--- src/rtl/width_packer_if.sv ---
// width_packer_if: narrow input stream plus wide output stream of the width packer.
// The packer connects through the slave modport; the source/sink pair uses master.
interface width_packer_if #(
    parameter int unsigned IN_W  = 8,
    parameter int unsigned RATIO = 4
);
    localparam int unsigned OUT_W = IN_W * RATIO;
    localparam int unsigned CNT_W = $clog2(RATIO + 1);

    logic [IN_W-1:0]  bits;
    logic             i_valid_input;
    logic             i_last;
    logic             ready;
    logic             i_ready_output;
    logic [OUT_W-1:0] data;
    logic             o_valid_output;
    logic [CNT_W-1:0] o_count;
    logic             o_last;

    modport master (
        output bits,
        output i_valid_input,
        output i_last,
        output i_ready_output,
        input  ready,
        input  data,
        input  o_valid_output,
        input  o_count,
        input  o_last
    );

    modport slave (
        input  bits,
        input  i_valid_input,
        input  i_last,
        input  i_ready_output,
        output ready,
        output data,
        output o_valid_output,
        output o_count,
        output o_last
    );
endinterface

--- src/rtl/width_packer.sv ---
// width_packer: collects RATIO narrow words into one wide word with backpressure on both
// sides, end-of-burst flush on i_last and an optional idle-timeout flush (TIMEOUT != 0).
// Define WIDTH_PACKER_MSB_FIRST_EN to place the first word in the MSB lane instead of the LSB.
module width_packer #(
    parameter int unsigned IN_W    = 8,
    parameter int unsigned RATIO   = 4,
    parameter int unsigned TIMEOUT = 0
) (
    input logic           clk,
    input logic           reset,
    width_packer_if.slave bus
);
    localparam int unsigned OUT_W  = IN_W * RATIO;
    localparam int unsigned CNT_W  = $clog2(RATIO + 1);
    localparam int unsigned IDLE_W = (TIMEOUT > 0) ? $clog2(TIMEOUT + 1) : 1;
    localparam logic [CNT_W-1:0]  CNT_LAST  = CNT_W'(RATIO - 1);
    localparam logic [IDLE_W-1:0] IDLE_LAST = IDLE_W'((TIMEOUT > 0) ? TIMEOUT - 1 : 0);

    typedef enum logic [1:0] {StIdle, StFill, StFlush} state_e;

    state_e            state_q;
    logic [CNT_W-1:0]  cnt_q;
    logic [OUT_W-1:0]  acc_q;
    logic [OUT_W-1:0]  acc_d;
    logic [IDLE_W-1:0] idle_q;
    logic [OUT_W-1:0]  data_q;
    logic              valid_q;
    logic [CNT_W-1:0]  count_q;
    logic              last_q;

    logic              out_free;
    logic              in_fire;
    logic              emit;
    int unsigned       lane_sel;

    // Output register can take a new word when empty or being drained this cycle.
    assign out_free  = !valid_q || bus.i_ready_output;
    assign bus.ready = !reset && out_free && (state_q != StFlush);
    assign in_fire   = bus.i_valid_input && bus.ready;
    assign emit      = in_fire && ((cnt_q == CNT_LAST) || bus.i_last);

`ifdef WIDTH_PACKER_MSB_FIRST_EN
    assign lane_sel = RATIO - 1 - 32'(cnt_q);
`else
    assign lane_sel = 32'(cnt_q);
`endif

    // Unfilled lanes of acc_q are always zero, so OR-ing merges the new lane in place.
    assign acc_d = acc_q | (OUT_W'(bus.bits) << (lane_sel * IN_W));

    assign bus.data           = data_q;
    assign bus.o_valid_output = valid_q;
    assign bus.o_count        = count_q;
    assign bus.o_last         = last_q;

    // FSM, accumulator, idle counter and output register in one sequential process.
    always_ff @(posedge clk) begin
        if (reset) begin
            state_q <= StIdle;
            cnt_q   <= '0;
            acc_q   <= '0;
            idle_q  <= '0;
            data_q  <= '0;
            valid_q <= 1'b0;
            count_q <= '0;
            last_q  <= 1'b0;
        end else begin
            // Drain on handshake; a reload below overrides this in the same cycle.
            if (bus.i_ready_output) begin
                valid_q <= 1'b0;
            end
            case (state_q)
                StIdle, StFill: begin
                    if (in_fire) begin
                        idle_q <= '0;
                        if (emit) begin
                            data_q  <= acc_d;
                            count_q <= cnt_q + CNT_W'(1);
                            last_q  <= bus.i_last;
                            valid_q <= 1'b1;
                            acc_q   <= '0;
                            cnt_q   <= '0;
                            state_q <= StIdle;
                        end else begin
                            acc_q   <= acc_d;
                            cnt_q   <= cnt_q + CNT_W'(1);
                            state_q <= StFill;
                        end
                    end else if ((TIMEOUT != 0) && (state_q == StFill)) begin
                        idle_q <= idle_q + IDLE_W'(1);
                        if (idle_q == IDLE_LAST) begin
                            state_q <= StFlush;
                        end
                    end
                end
                StFlush: begin
                    if (out_free) begin
                        data_q  <= acc_q;
                        count_q <= cnt_q;
                        last_q  <= 1'b1;
                        valid_q <= 1'b1;
                        acc_q   <= '0;
                        cnt_q   <= '0;
                        idle_q  <= '0;
                        state_q <= StIdle;
                    end
                end
                default: begin
                    state_q <= StIdle;
                end
            endcase
        end
    end
endmodule

--- src/flat_wrapper.sv ---
// flat-port wrapper written by rule: the top's interface ports become plain ports
module width_packer_flat 
#(
    parameter int unsigned IN_W    = 8,
    parameter int unsigned RATIO   = 4,
    parameter int unsigned TIMEOUT = 0
)
  (clk, reset, bus_bits, bus_i_valid_input, bus_i_last, bus_i_ready_output, bus_ready, bus_data, bus_o_valid_output, bus_o_count, bus_o_last);
  width_packer_if #(.IN_W(IN_W), .RATIO(RATIO)) bus_i ();
  input logic clk;
  input logic reset;
  input wire logic [$bits(bus_i.bits)-1:0] bus_bits;
  input wire logic [$bits(bus_i.i_valid_input)-1:0] bus_i_valid_input;
  input wire logic [$bits(bus_i.i_last)-1:0] bus_i_last;
  input wire logic [$bits(bus_i.i_ready_output)-1:0] bus_i_ready_output;
  output wire logic [$bits(bus_i.ready)-1:0] bus_ready;
  output wire logic [$bits(bus_i.data)-1:0] bus_data;
  output wire logic [$bits(bus_i.o_valid_output)-1:0] bus_o_valid_output;
  output wire logic [$bits(bus_i.o_count)-1:0] bus_o_count;
  output wire logic [$bits(bus_i.o_last)-1:0] bus_o_last;
  assign bus_i.bits = bus_bits;
  assign bus_i.i_valid_input = bus_i_valid_input;
  assign bus_i.i_last = bus_i_last;
  assign bus_i.i_ready_output = bus_i_ready_output;
  assign bus_ready = bus_i.ready;
  assign bus_data = bus_i.data;
  assign bus_o_valid_output = bus_i.o_valid_output;
  assign bus_o_count = bus_i.o_count;
  assign bus_o_last = bus_i.o_last;
  width_packer #(.IN_W(IN_W), .RATIO(RATIO), .TIMEOUT(TIMEOUT)) u_core (.clk(clk), .reset(reset), .bus(bus_i));
endmodule
--- config.mk ---
export PLATFORM = sky130hd
export DESIGN_NAME = width_packer_flat
export DESIGN_NICKNAME = d
export VERILOG_FILES = /design/src/rtl/width_packer_if.sv /design/src/rtl/width_packer.sv /design/src/flat_wrapper.sv
export SDC_FILE = /design/constraint.sdc
export NUM_CORES = 1
export LEC_CHECK = 0
export CORE_MARGIN = 2
export CORE_UTILIZATION = 58
export DETAILED_ROUTE_END_ITERATION = 10
export DONT_BUFFER_PORTS = 1
export PLACE_DENSITY = 0.74
export SETUP_SLACK_MARGIN = 0.2
export SYNTH_ARGS = -nofsm -noshare
export SYNTH_HDL_FRONTEND = slang
export SYNTH_SLANG_ARGS = --single-unit
--- constraint.sdc ---
create_clock -name clk -period 1.9 [get_ports clk]
set_input_delay 0.475 -clock clk [delete_from_list [all_inputs] [get_ports clk]]
set_output_delay 0.475 -clock clk [all_outputs]
set_load 0.1 [all_outputs]
Yosys cells after proc, flatten, opt, wreduce, memory -nomap -nowiden:

Cells that the tools add are included.

* $add $sub $neg: 1
* eq/ne operators: 7
* shifts and indexed selects: 1
* mux-type cells: 29
* bitwise logic cells: 1
* reductions and logical operators: 14

Operators by type and width (number)
* two-way mux 32 bit: 6
* case mux 32 bit (2 select lines): 2
* bitwise OR 32 bit: 1
* left shift 8 x 6 -> 32 bit: 1
* two-way mux 3 bit: 6
* case mux 3 bit (2 select lines): 2
* two-way mux 1 bit: 8
* != test 2 x 1 -> 1 bit (second input constant): 3
* logical AND 1 bit: 4
* two-way mux 2 bit: 2
* case mux 1 bit (2 select lines): 2
* case mux 2 bit (2 select lines): 1
* AND reduction 4 bit: 1
* adder 3 x 1 -> 3 bit (second input constant): 1
* equality test 3 x 2 -> 1 bit (second input constant): 1
* AND reduction 3 bit: 1
* equality test 2 x 1 -> 1 bit (second input constant): 1
* equality test 2 bit (second input constant): 1
* logical NOT 1 bit: 2
* logical NOT 2 bit: 1
* logical OR 1 bit: 2
* != test 2 bit (second input constant): 1
* AND reduction 2 bit: 1
* nonzero test 2 bit: 1
* OR reduction 2 bit: 1

* bits in registers: 74
* bits of input ports: 13

Logic depth before layout (Yosys ltp):

Gate-level depths: netlist of the first run.

* depth in word-level cells: 9
* gate-level depth with buffers: 6
* depth with buffers taken out: 5

Worst setup path after synthesis of the first run:

OpenSTA, ideal clock, no wires.

* path kind: register -> output
* start point: reg u_core.valid_q (netlist: u_core.bus.o_valid_output)
* end point: out bus_ready
* data arrival time: 2.508 ns
* required time: 1.425 ns
* slack: -1.083 ns
* stages on the path, launching flop included: 5
* path through: dfxtp_1 > nor2b_1 > buf_2 > clkbuf_1 > nor2_1

* longest elaborated chain between the ends: 4

RTL lines
* from (decl): line width_packer.sv:27 `logic valid_q;`
* from (signal assigned): line width_packer.sv:64 `valid_q <= 1'b0;`
* from (signal assigned): line width_packer.sv:70 `valid_q <= 1'b0;`
* from (signal assigned): line width_packer.sv:80 `valid_q <= 1'b1;`
* logical NOT 1 bit: line width_packer.sv:37 `assign out_free = !valid_q || bus.i_ready_output;`
* logical OR 1 bit: line width_packer.sv:37
* logical AND 1 bit (2 in a row): line width_packer.sv:38 `assign bus.ready = !reset && out_free && (state_q != StFlush);`
* to (decl): line flat_wrapper.sv:16 `output wire logic [$bits(bus_i.ready)-1:0] bus_ready;`

No other way between the ends.

Worst setup path in the final report of the first run:

* start point: reg u_core.cnt_q[0]
* end point: reg u_core.data_q[0] (netlist: u_core.bus.data[0])

* longest elaborated chain between the ends: 5
* elaborated cells between the ends (all ways): 10
* classes of those cells: eq/ne (2); shift (1); mux (3); bitwise (1); reduce/logical (3)

RTL lines
* from (decl): line width_packer.sv:22 `logic [CNT_W-1:0] cnt_q;`
* from (signal assigned): line width_packer.sv:86 `cnt_q <= cnt_q + CNT_W'(1);`
* left shift 8 x 6 -> 32 bit or equality test 3 x 2 -> 1 bit (tied branches): line width_packer.sv:49, width_packer.sv:40
* bitwise OR 32 bit or logical OR 1 bit (tied branches): line width_packer.sv:49, width_packer.sv:40
* two-way mux 32 bit or logical AND 1 bit (tied branches): line width_packer.sv:76, width_packer.sv:40
* two-way mux 32 bit or != test 2 x 1 -> 1 bit (tied branches)
* case mux 32 bit (2 select lines) or AND reduction 4 bit (tied branches)
* to (signal assigned): line width_packer.sv:98 `data_q <= acc_q;`
* to (decl): line width_packer.sv:26 `logic [OUT_W-1:0] data_q;`

Parallel ways exist; a longest one is shown, timed or not. The select of a mux whose other input is x is not followed.
A chain may end at the register's enable or synchronous reset.

==> PnR_summary.wiki, run 1 <==
{| class="wikitable"
! Metric !! Value
|-
| Critical path data required time || 2120 ps
|-
| Signal arrival time at the worst endpoint || 1860 ps
|-
| Pre-CTS worst setup slack || 237 ps
|-
| Diode count || 0
|-
| Total via count after detailed routing || 2560
|-
| Clk buf depth || 2
|-
| Number of antenna violations at the first check in global routing || 0
|-
| Largest net degree at the start of global routing || 35
|-
| Total placed instance area || 3290 sq um
|-
| Cell area after layout || 3600 sq um
|-
| Final net count || around 350
|-
| Result of the run || finished, final reports clean
|-
| Post-Syn Nets || 326
|-
| Post-synth EDFFs || 0
|-
| Initial DRC Count || 222
|-
| Vias in the first global route || 2419
|-
| Area share of and/or/nand/nor cells after synthesis || 0.0824
|-
| Maximum fanout along the worst path || 14
|-
| Final routed wirelength across all metal layers || 7.49 mm
|-
| Area Growth Syn to Fin || 22.2%
|-
| Minimum setup slack in the final design || between 200 and 300 ps
|-
| Post-DRT Antenna Nets || 0
|-
| Share of flip-flops with an asynchronous set or reset after synthesis || 0
|-
| Power density of the placed cells || 969 nW/um^2
|-
| Max-capacitance violation count || 0
|-
| Proportion of synthesized area in mux cells || 0
|-
| Final Critical Period || 1640 ps
|-
| Pleak || 1.29 nW
|-
| Max Clock Freq || approximately 0.61 GHz
|-
| Average wire length per cell after detail routing || 18.3 microns
|-
| Yosys top cell area share || 0.489
|-
| Number of library cell types mapped by synthesis || 26
|-
| Cell internal power dissipation || 2.63 mW
|-
| Largest family of logic cells by synthesized area || compound AO/OA/AOI/OAI gates
|-
| Launching element type of the critical path || flop
|-
| Total number of placement rows || 25
|-
| Final-layout setup total negative slack || 0 ps
|-
| Setup repair after global routing missed its margin || no
|-
| IO buf count || 0
|-
| Std-Cell Core Area || approximately 4800 sq um
|-
| Horizontal die dimension || 75.3 microns
|-
| Synth cell count leaders || sky130_fd_sc_hd__dfxtp_1, sky130_fd_sc_hd__o311ai_0, sky130_fd_sc_hd__nor2_1, sky130_fd_sc_hd__a21oi_1, sky130_fd_sc_hd__a41oi_1
|-
| Cell area after technology mapping || ~3000 sq um
|-
| Worst Hold Class || in -> reg
|-
| Total die area || 5670 sq um
|-
| Fraction of synthesized cell area in xor and xnor cells || 0
|-
| Adder-cell share of the synthesized area || 0.00849
|-
| Finish-stage setup viols || 0
|-
| Complex-gate fraction of the synthesized area || 0.343
|-
| Cell count after synthesis || 311
|-
| Headroom to the max-slew limit || 0.592
|-
| Slew @ Worst Pin || between 600 and 700 ps
|-
| Total of hold buffers inserted after clock tree synthesis || 0
|-
| Die height || roughly 75 microns
|-
| Starting utilization of the core area || 0.612
|-
| Num CTS Buffers || 9
|-
| Register area share after synthesis || 0.489
|-
| Post-synthesis cell type with the largest combined area || sky130_fd_sc_hd__dfxtp_1
|-
| Number of synthesized register bits || between 70 and 80
|-
| Switching power || 0.864 mW
|-
| Post-CTS clock slew at the launch and capture registers of the worst setup and hold paths || 80 ps
|-
| Hold_ws || 240 ps
|-
| # DRC || 0
|-
| Hold Violations, Final || 0
|-
| Relative contribution of sequential cells to total power || 0.444
|-
| Number of filler cells placed in the layout || 371
|-
| CTS root buf || sky130_fd_sc_hd__clkbuf_8
|-
| Prevailing post-synth register cell || sky130_fd_sc_hd__dfxtp_1
|-
| Worst Path Class, Setup || reg -> reg
|-
| Global-route wire length before repair || 11.9 mm
|-
| Clock tree from TritonCTS || built
|-
| Overall fraction of global-route tracks in use || 0.279
|-
| Clock latency on the worst-skew pair || approximately 340 ps
|-
| Overflow after GRT || 0
|-
| H-tree lvl count || 3
|-
| Area used by multi-input combinational logic || 1310 sq um
|-
| Worst IR Drop VDD || 0.633 mV
|-
| Clock network fraction of design power || 0.444
|-
| Sort of element at the end of the critical path || flop
|-
| Register area || 1450 sq um
|-
| Switching Share || 0.248
|-
| DR vias/cell || 6.27
|-
| Ratio of cells with drive above 1 in the final layout || 0.249
|-
| Post-synthesis area per instance || approximately 9.5 sq um
|-
| Max-slew violation count || 0
|-
| Synth warnings || 0
|-
| Largest cells by area after synthesis || sky130_fd_sc_hd__dfxtp_1, sky130_fd_sc_hd__o311ai_0, sky130_fd_sc_hd__a41oi_1, sky130_fd_sc_hd__a21oi_1, sky130_fd_sc_hd__nor2_1
|-
| Io pins || 51
|-
| DRT Pass-1 Iters || 4
|-
| Clock sink count || 72
|-
| Final GP Congestion || 0.833
|-
| Fin Clk Skew || about 11 ps
|-
| Most common cell in the synthesized netlist || sky130_fd_sc_hd__dfxtp_1
|-
| Final period utilization || 0.864
|-
| Utilization of the core after routing || 0.748
|-
| Comb power frac || 0.112
|-
| DP Wirelength || around 4.7 mm
|}
path summary, 6_finish.rpt:
kind	from	end	slack [ps]	depth (start not counted)
max	u_core.cnt_q[0]	u_core.bus.data[0]	260	6
min	reset	u_core.bus.o_valid_output	240	1
max reg2reg	u_core.cnt_q[0]	u_core.bus.data[0]	260	6
min reg2reg	u_core.acc_q[12]	u_core.acc_q[12]	480	2
layer usage:
layer  vias up  routed length [microns]  share of wire  global-route usage
met5         -                        0              0                   0
met4         0                      263          0.035               0.144
met3        22                      410          0.055              0.0589
met2        85                     3690           0.49               0.450
met1      1210                     3120           0.42               0.354
li1       1243                        -              -                   -
state kept, by name, summed over array words and instances, names as in the netlist:
register / count
u_core.acc_q: 32
u_core.bus.data: 32
u_core.bus.o_last: 1
u_core.cnt_q: 3
u_core.bus.o_count: 3
u_core.bus.o_valid_output: 1
kinds of logic after synthesis:
kind of cell,after synthesis
AOI/OAI and AO/OA,143
DFF,72
buffers and inverters,48
and+or+nand+nor,46
adders and majority gates,2
layout make-up:
type / instances / area share
flip-flops and latches: 72 / 0.401
clock buffers: 12 / 0.0462
repair buffers: 57 / 0.134
multi-input cells: 191 / 0.363
inverters: 5 / 0.00521
well taps: 67 / 0.0233
clock inverters: 4 / 0.0271
through the flow:
stage,total power [mW],cells
floorplan,1.89,311
global placement,1.96,390
detailed placement,1.96,390
CTS,3.49,406
global route,3.61,408
finish,3.49,408
worst max-delay path, cell delays in order, from the launching register on:
cell and delay, ps:
sky130_fd_sc_hd__dfxtp_1 320, sky130_fd_sc_hd__ha_1 200, sky130_fd_sc_hd__ha_1 200, sky130_fd_sc_hd__or2_2 330, sky130_fd_sc_hd__nand3_4 180, sky130_fd_sc_hd__clkbuf_16 200
sky130_fd_sc_hd__o21ai_1 70
power by group through the flow:
stage          Sequential, mW  Clock [mW]  Combinational (mW)
4_1_cts                  1.55        1.56               0.381
2_1_floorplan            1.71           0               0.176
5_1_grt                  1.55        1.64               0.412
6_report                 1.55        1.55               0.391
3_3_place_gp             1.58           0               0.374
3_5_place_dp             1.58           0               0.379
layout by cell type (no fill, tap or decap), types with 3 or more instances in the layout:
| cell type | Yosys | layout |
|---|---|---|
| sky130_fd_sc_hd__inv_1 | 5 | 5 |
| sky130_fd_sc_hd__nor2_1 | 34 | 32 |
| sky130_fd_sc_hd__o21ai_1 | 25 | 25 |
| sky130_fd_sc_hd__bufinv_16 | 0 | 3 |
| sky130_fd_sc_hd__dfxtp_1 | 72 | 71 |
| sky130_fd_sc_hd__o21ai_0 | 13 | 13 |
| sky130_fd_sc_hd__o311ai_0 | 35 | 35 |
| sky130_fd_sc_hd__a21oi_1 | 33 | 33 |
| sky130_fd_sc_hd__clkbuf_8 | 0 | 10 |
| sky130_fd_sc_hd__buf_12 | 0 | 3 |
| sky130_fd_sc_hd__a41oi_1 | 30 | 30 |
| sky130_fd_sc_hd__buf_4 | 0 | 53 |
repair_timing:
action	in CTS	in global routing
resized for setup	1	1
gates cloned	0	1
buffers inserted	0	1
endpoints found under the setup margin	1	29
Power figures use the tool's default switching activity.
==> run 2: changes to the inputs <==
--- a/config.mk
+++ b/config.mk
@@ -11,6 +11,7 @@
 export DONT_BUFFER_PORTS = 1
 export PLACE_DENSITY = 0.74
 export SETUP_SLACK_MARGIN = 0.2
+export SLEW_MARGIN = 10
 export SYNTH_ARGS = -nofsm -noshare
 export SYNTH_HDL_FRONTEND = slang
 export SYNTH_SLANG_ARGS = --single-unit
==> results of run 2 <==
Same layout as run 1: the final DEF is identical, and so are final timing and power.
